<file path="src/rtl/request_handler_pkg.sv">
// Shared types and constants for the two-byte request-frame decoder.
package request_handler_pkg;

   localparam int unsigned DATA_W              = 8;
   localparam int unsigned SEL_W               = 32;
   localparam int unsigned STATE_W             = 3;
   localparam int unsigned DEFAULT_NUM_DEVICES = 32;

   // Request code that is reserved and never accepted.
   localparam logic [DATA_W-1:0] REQ_NONE = 8'h00;

   typedef enum logic [STATE_W-1:0] {
      ST_IDLE         = 3'd0,
      ST_WAIT_ADDRESS = 3'd1,
      ST_VALIDATE     = 3'd2,
      ST_ISSUE        = 3'd3,
      ST_DISCARD      = 3'd4
   } state_e;

   // A frame is publishable when the code is not reserved and the address is in range.
   function automatic logic frame_ok(input logic [DATA_W-1:0] req,
                                     input logic [DATA_W-1:0] addr,
                                     input int unsigned       num_devices);
      return (req != REQ_NONE) && (32'(addr) < num_devices);
   endfunction

endpackage

</file>
<file path="src/rtl/request_handler.sv">
// Two-byte request-frame decoder: request code then device address, published on a valid frame.
module request_handler
   import request_handler_pkg::*;
#(
   parameter int unsigned NUM_DEVICES = DEFAULT_NUM_DEVICES
) (
   input  logic                clock,
   input  logic                reset_n,
   input  logic                enable,
   input  logic [DATA_W-1:0]   received_data,
   output logic                has_request,
   output logic [DATA_W-1:0]   request,
   output logic                device_selected,
   output logic [SEL_W-1:0]    device_selector,
   output logic [STATE_W-1:0]  debug_state
);

   state_e              state_q, state_d;
   logic [DATA_W-1:0]   req_byte_q, req_byte_d;
   logic [DATA_W-1:0]   addr_byte_q, addr_byte_d;
   logic [DATA_W-1:0]   request_q, request_d;
   logic [SEL_W-1:0]    device_selector_q, device_selector_d;
   logic                device_selected_q, device_selected_d;
   logic                has_request_q, has_request_d;

   // State and output registers; reset discards any partial frame.
   always_ff @(posedge clock or negedge reset_n) begin
      if (!reset_n) begin
         state_q           <= ST_IDLE;
         req_byte_q        <= '0;
         addr_byte_q       <= '0;
         request_q         <= '0;
         device_selector_q <= '0;
         device_selected_q <= 1'b0;
         has_request_q     <= 1'b0;
      end else begin
         state_q           <= state_d;
         req_byte_q        <= req_byte_d;
         addr_byte_q       <= addr_byte_d;
         request_q         <= request_d;
         device_selector_q <= device_selector_d;
         device_selected_q <= device_selected_d;
         has_request_q     <= has_request_d;
      end
   end

   // Next-state and output-register load logic; published values hold unless a frame validates.
   always_comb begin
      state_d           = state_q;
      req_byte_d        = req_byte_q;
      addr_byte_d       = addr_byte_q;
      request_d         = request_q;
      device_selector_d = device_selector_q;
      device_selected_d = device_selected_q;
      has_request_d     = 1'b0;

      case (state_q)
         ST_IDLE: begin
            if (enable) begin
               req_byte_d = received_data;
               state_d    = ST_WAIT_ADDRESS;
            end
         end
         ST_WAIT_ADDRESS: begin
            if (enable) begin
               addr_byte_d = received_data;
               state_d     = ST_VALIDATE;
            end
         end
         ST_VALIDATE: begin
            if (frame_ok(req_byte_q, addr_byte_q, NUM_DEVICES)) begin
               request_d         = req_byte_q;
               device_selector_d = SEL_W'(addr_byte_q);
               device_selected_d = 1'b1;
               has_request_d     = 1'b1;
               state_d           = ST_ISSUE;
            end else begin
               state_d = ST_DISCARD;
            end
         end
         ST_ISSUE:   state_d = ST_IDLE;
         ST_DISCARD: state_d = ST_IDLE;
         default:    state_d = ST_IDLE;
      endcase
   end

   assign has_request     = has_request_q;
   assign request         = request_q;
   assign device_selected = device_selected_q;
   assign device_selector = device_selector_q;
   assign debug_state     = state_q;

endmodule

</file>
<file path="config.mk">
export PLATFORM = sky130hd
export DESIGN_NAME = request_handler
export DESIGN_NICKNAME = d
export VERILOG_FILES = /design/src/rtl/request_handler_pkg.sv /design/src/rtl/request_handler.sv
export SDC_FILE = /design/constraint.sdc
export NUM_CORES = 1
export LEC_CHECK = 0
export BUFFER_PORTS_ARGS = -buffer_cell sky130_fd_sc_hd__buf_2
export CORE_MARGIN = 2
export CORE_UTILIZATION = 31
export DETAILED_ROUTE_END_ITERATION = 6
export GPL_TIMING_DRIVEN = 0
export PLACE_DENSITY_LB_ADDON = 0.08
export RECOVER_POWER = 100
export SETUP_SLACK_MARGIN = 0.3
export SLEW_MARGIN = 0
export SYNTH_ARGS = -nofsm -noshare
export SYNTH_HDL_FRONTEND = slang
export SYNTH_SLANG_ARGS = --single-unit
</file>
<file path="constraint.sdc">
create_clock -name clock -period 5.2 [get_ports clock]
set_input_delay 1.04 -clock clock [delete_from_list [all_inputs] [get_ports clock]]
set_output_delay 1.04 -clock clock [all_outputs]
set_load 0.01 [all_outputs]
</file>
Word level (Yosys, flattened, before mapping)
Index checks and enable logic that the tools add are counted.
{ "word_totals": {"in_bits": 11, "regBits": 37} }
{ "classes": {"mux": 6, "n_reduce_logical": 7, "n_lt_le_gt_ge": 1, "eq_ne": 4} }
{ "ops": {"columns": ["cell", "count"], "rows": [
  ["$mux 3", 3],
  ["$pmux 3 s3", 1],
  ["$lt 8x6->1 const B", 1],
  ["$reduce_and 2->1", 4],
  ["$reduce_bool 8->1", 1],
  ["$ne 2x2->1 const B", 2],
  ["$eq 3x1->1 const B", 1],
  ["$eq 3x2->1 const B", 1],
  ["$logic_not 3->1", 1],
  ["$mux 1", 2],
  ["$logic_and 1x1->1", 1]
]} }

Longest topological paths before layout
{ "logic_depth": {"ltp_word": 4, "ltp_mapped": 4, "mapped_depth_nobuf": 3} }

Worst setup path before layout
No wires, ideal clock.
{ "synth_path": {"kind": "input to register", "start": "input port enable", "end": "register req_byte_q[0]", "path_stages": 2, "t_required_ns": 5.075, "path_slack_ns": 3.103, "setup_ns": 0.125, "arrival_ns": 1.972, "cell_sequence": "nor4b_2 -> mux2_2"} }
{ "synth_via": {"elab_chain_cells": 1} }
{ "synth_lines": {"columns": ["item", "line_no", "text"], "rows": [
  ["start: declaration", "request_handler.sv:9", "input logic enable,"],
  ["$reduce_and 2->1 (no line)", null, null],
  ["end signal: assignment", "request_handler.sv:38", "req_byte_q <= req_byte_d;"],
  ["end: declaration", "request_handler.sv:19", "logic [DATA_W-1:0] req_byte_q, req_byte_d;"]
]} }
Every way passes these cells.
A chain may end at the register's enable or synchronous reset.

Worst setup path after layout
Ends and elaborated chain as after synthesis.

==> results.py <==
metrics = {
    "setup_path": {
        "path_cells": "clkbuf_1, nor4b_1, mux2_2",
        "reg2reg_slack_ns": 2.71,
        "worstSetupPathType": "in -> reg",
        "cp_slowest_stage_delay_ns": 1.44,
        "worst_ep_required_time_ns": 5.37,
        "crit_family": "simple AND/OR/NAND/NOR gates",
        "critPathMaxFanout": 8,
        "critPathBufInv": 1,
        "timing.rr.end": "req_byte_q[0]$_DFFE_PN0P_",
        "slowest_stage": "nor4b_1",
        "start_kind": "primary input",
        "reg2reg_from": "debug_state[0]$_DFFE_PN0P_",
        "critical_path_arrival_ns": 3.07,
        "end_kind": "flop",
        "r2r_cells": 2,
    },
    "pwr": {
        "intPower_w": 0.0006990,
        "clockPowerShare_pct": 21.4,
        "power_density_nw_per_um2": 510.5,
        "swShare_pct": 30.65,
        "ir_drop_mv": 0.1880,
        "p_seq_share_pct": 48.5,
        "p_leak_nw": 0.9479,
        "p_comb_share_pct": 30.1,
        "p_switching_w": 0.0003089,
    },
    "cells_and_area": {
        "area.sequential_um2": 925.9,
        "final_cell_mix": "dfrtp_1, mux2_2, clkbuf_1",
        "final_common_cell": "dfrtp_1",
        "area_growth_pct": 23.47,
        "drive_gt1_share_pct": 40.57,
        "multi_input_area_um2": 538.0,
        "instances_no_fill": 245,
        "fill_cells": 510,
        "antenna_cells": 0,
        "layout.nets": 185,
        "final_area_um2": 1974,
        "final_util_pct": 39.16,
    },
    "floorplan": {
        "initial_core_util_pct": 31.71,
        "pin_count": 56,
        "core_area_um2": 5042,
        "fp-row-count": 26,
        "die_x_um": 75.82,
        "die_h_um": 75.82,
        "dieArea_um2": 5749,
    },
    "grt": {
        "gr-usage-met1_pct": 13.00,
        "top_usage_layer": "met2",
        "grt_pass1_vias": 941,
        "grt_pass1_wl_um": 4533,
        "grt_use_met2_pct": 18.01,
        "grtUsageMet3_pct": 3.175,
        "antenna_found_initial": 0,
        "grt_max_degree": 38,
        "grt-ovfl-total": 0,
        "track_usage_pct": 10.99,
    },
    "logic_synthesis": {
        "syn_area_um2": 1599,
        "yosysWarnings": 0,
        "synthCells": 113,
        "synth.area.mux_share_pct": 20.42,
        "synth_seq_cells": 37,
        "ys_types": 19,
        "synth_compound_area_share_pct": 2.034,
        "avgSynthCellArea_um2": 14.15,
        "synth_top_family_by_area": "multiplexers",
        "synth-seq-area-share_pct": 57.90,
        "synth_fa_ha_area_share_pct": 0,
        "synth-simple-area-share_pct": 6.260,
        "synth-xor-area-share_pct": 0,
    },
    "status": {
        "violations": "capacitance limit, slew limit",
        "status": "finished with violations",
    },
    "route": {
        "dr.pass1.iters": 3,
        "drtIter0Drc": 26,
        "drtAntennaViolNets": 0,
        "drc": 0,
        "routed_via_density": 3.951,
        "routed_wire_length_per_instance_um": 11.90,
        "vias": 968,
        "wl_um": 2916,
    },
    "clock_network": {
        "post_cts_resized": 0,
        "cts_setup_buffers": 0,
        "insertion_delay_ns": 0.28,
        "tritoncts.num_buffers": 5,
        "clockBufferDepth": 2,
        "cts_root_buf": "clkbuf_8",
        "cts.clk_slew.worst_paths_ns": 0.07,
        "tritoncts": "built",
        "htreeDepth": 2,
        "cts_sinks": 37,
        "cts_hold_buf": 0,
    },
    "min_path": {
        "hold_class": "reg -> reg",
        "hold_start": "device_selected$_DFFE_PN0P_",
        "min_to": "device_selected$_DFFE_PN0P_",
        "whs_path_depth": 1,
    },
    "sta": {
        "max-slew-margin-rel_pct": -30.56,
        "finClkSkew_ns": 0.004109,
        "hold_viol": 0,
        "fmax_ghz": 0.3443,
        "slew_violations": 47,
        "tightest_slew_ns": 1.958,
        "min_period_ns": 2.905,
        "holdWs_ns": 0.4801,
        "grt_setup_unrepaired": "no",
        "setup_viol": 0,
        "post-route-period-util_pct": 55.86,
        "tns_ns": 0,
    },
    "placed_design": {
        "hpwl_um": 2083,
        "routabilityCongestion": 0.6791,
        "dp_cells": 237,
        "io_buffers": 31,
        "post_dp_cell_area_um2": 1928,
    },
    "run": {
        "cap_viol_max_count": 2,
    },
}
## layout make-up
| class | instances | area share (%) |
|---|---|---|
| inverter | 1 | 0.1901 |
| sequential | 37 | 46.89 |
| timing repair buffer | 31 | 6.401 |
| clock buffer | 7 | 4.880 |
| tap | 70 | 4.436 |
| buffer | 27 | 9.696 |
| multi-input combinational | 71 | 27.25 |
| clock inverter | 1 | 0.2535 |
## stage by stage
step	setup WS [ns]	total power, W
4_1_cts	2.933	0.001050
3_3_place_gp	2.616	0.0008173
5_1_grt	2.082	0.001084
3_5_place_dp	2.624	0.0008286
6_report	2.295	0.001008
2_1_floorplan	3.103	0.0007094
## routing by layer
| layer | vias to the layer above | wire, um |
|---|---|---|
| li1 | 456 | - |
| met1 | 471 | 1221 |
| met2 | 34 | 1464 |
| met3 | 7 | 178 |
| met4 | 0 | 51 |
| met5 | - | 0 |
## worst max path at each step
stage / from / to / slack [ns] / depth (start not counted)
floorplan: enable / req_byte_q[0]$_DFFE_PN0P_ / 3.10 / 2
global placement: enable / req_byte_q[4]$_DFFE_PN0P_ / 2.62 / 3
detailed placement: enable / req_byte_q[0]$_DFFE_PN0P_ / 2.62 / 3
CTS: enable / req_byte_q[0]$_DFFE_PN0P_ / 2.93 / 3
global route: enable / req_byte_q[0]$_DFFE_PN0P_ / 2.08 / 3
finish: enable / req_byte_q[0]$_DFFE_PN0P_ / 2.30 / 3
## synth_stat cells, drive strengths merged
master / number / share of area, %
a211oi: 1 / 0.78
a21oi: 1 / 0.31
and4bb: 1 / 0.78
buf: 26 / 13
clkbuf: 1 / 0.23
conb: 1 / 0.23
dfrtp: 37 / 58
inv: 1 / 0.23
mux2: 29 / 20
nor2: 1 / 0.23
nor2b: 3 / 1.2
nor3: 2 / 0.63
nor4: 2 / 0.78
nor4b: 1 / 0.94
o21a: 2 / 0.94
or2: 2 / 0.78
or3: 1 / 0.39
or3b: 1 / 0.55
## worst register-to-register path, stage by stage (launching register included)
cell and delay (ns):
dfrtp_1 0.43, nor4b_1 1.50, mux2_2 0.45
## power by group through the flow
| stage | logic [W] | registers, W | clock network [W] |
|---|---|---|---|
| after detailed placement | 0.000333 | 0.000496 | 0 |
| final | 0.000304 | 0.000488 | 0.000216 |
| after global placement | 0.000327 | 0.000491 | 0 |
| after CTS | 0.000334 | 0.000491 | 0.000225 |
| after floorplan | 0.000204 | 0.000505 | 0 |
| after global routing | 0.000337 | 0.000509 | 0.000238 |
## registers in the layout, indices dropped and copies added (netlist names)
name,cells
addr_byte_q,8
device_selector,8
req_byte_q,8
request,8
debug_state,3
device_selected,1
has_request,1
## kinds of logic (layout without fill, tap and decap cells)
family          count (synthesis)  after routing
flops                          37             37
mux                            29             29
buf+inv                        28             67
simple gates                   14             14
compound gates                  4              4
other cells                     1             24
No activity file was read; power rests on OpenSTA's default activity.
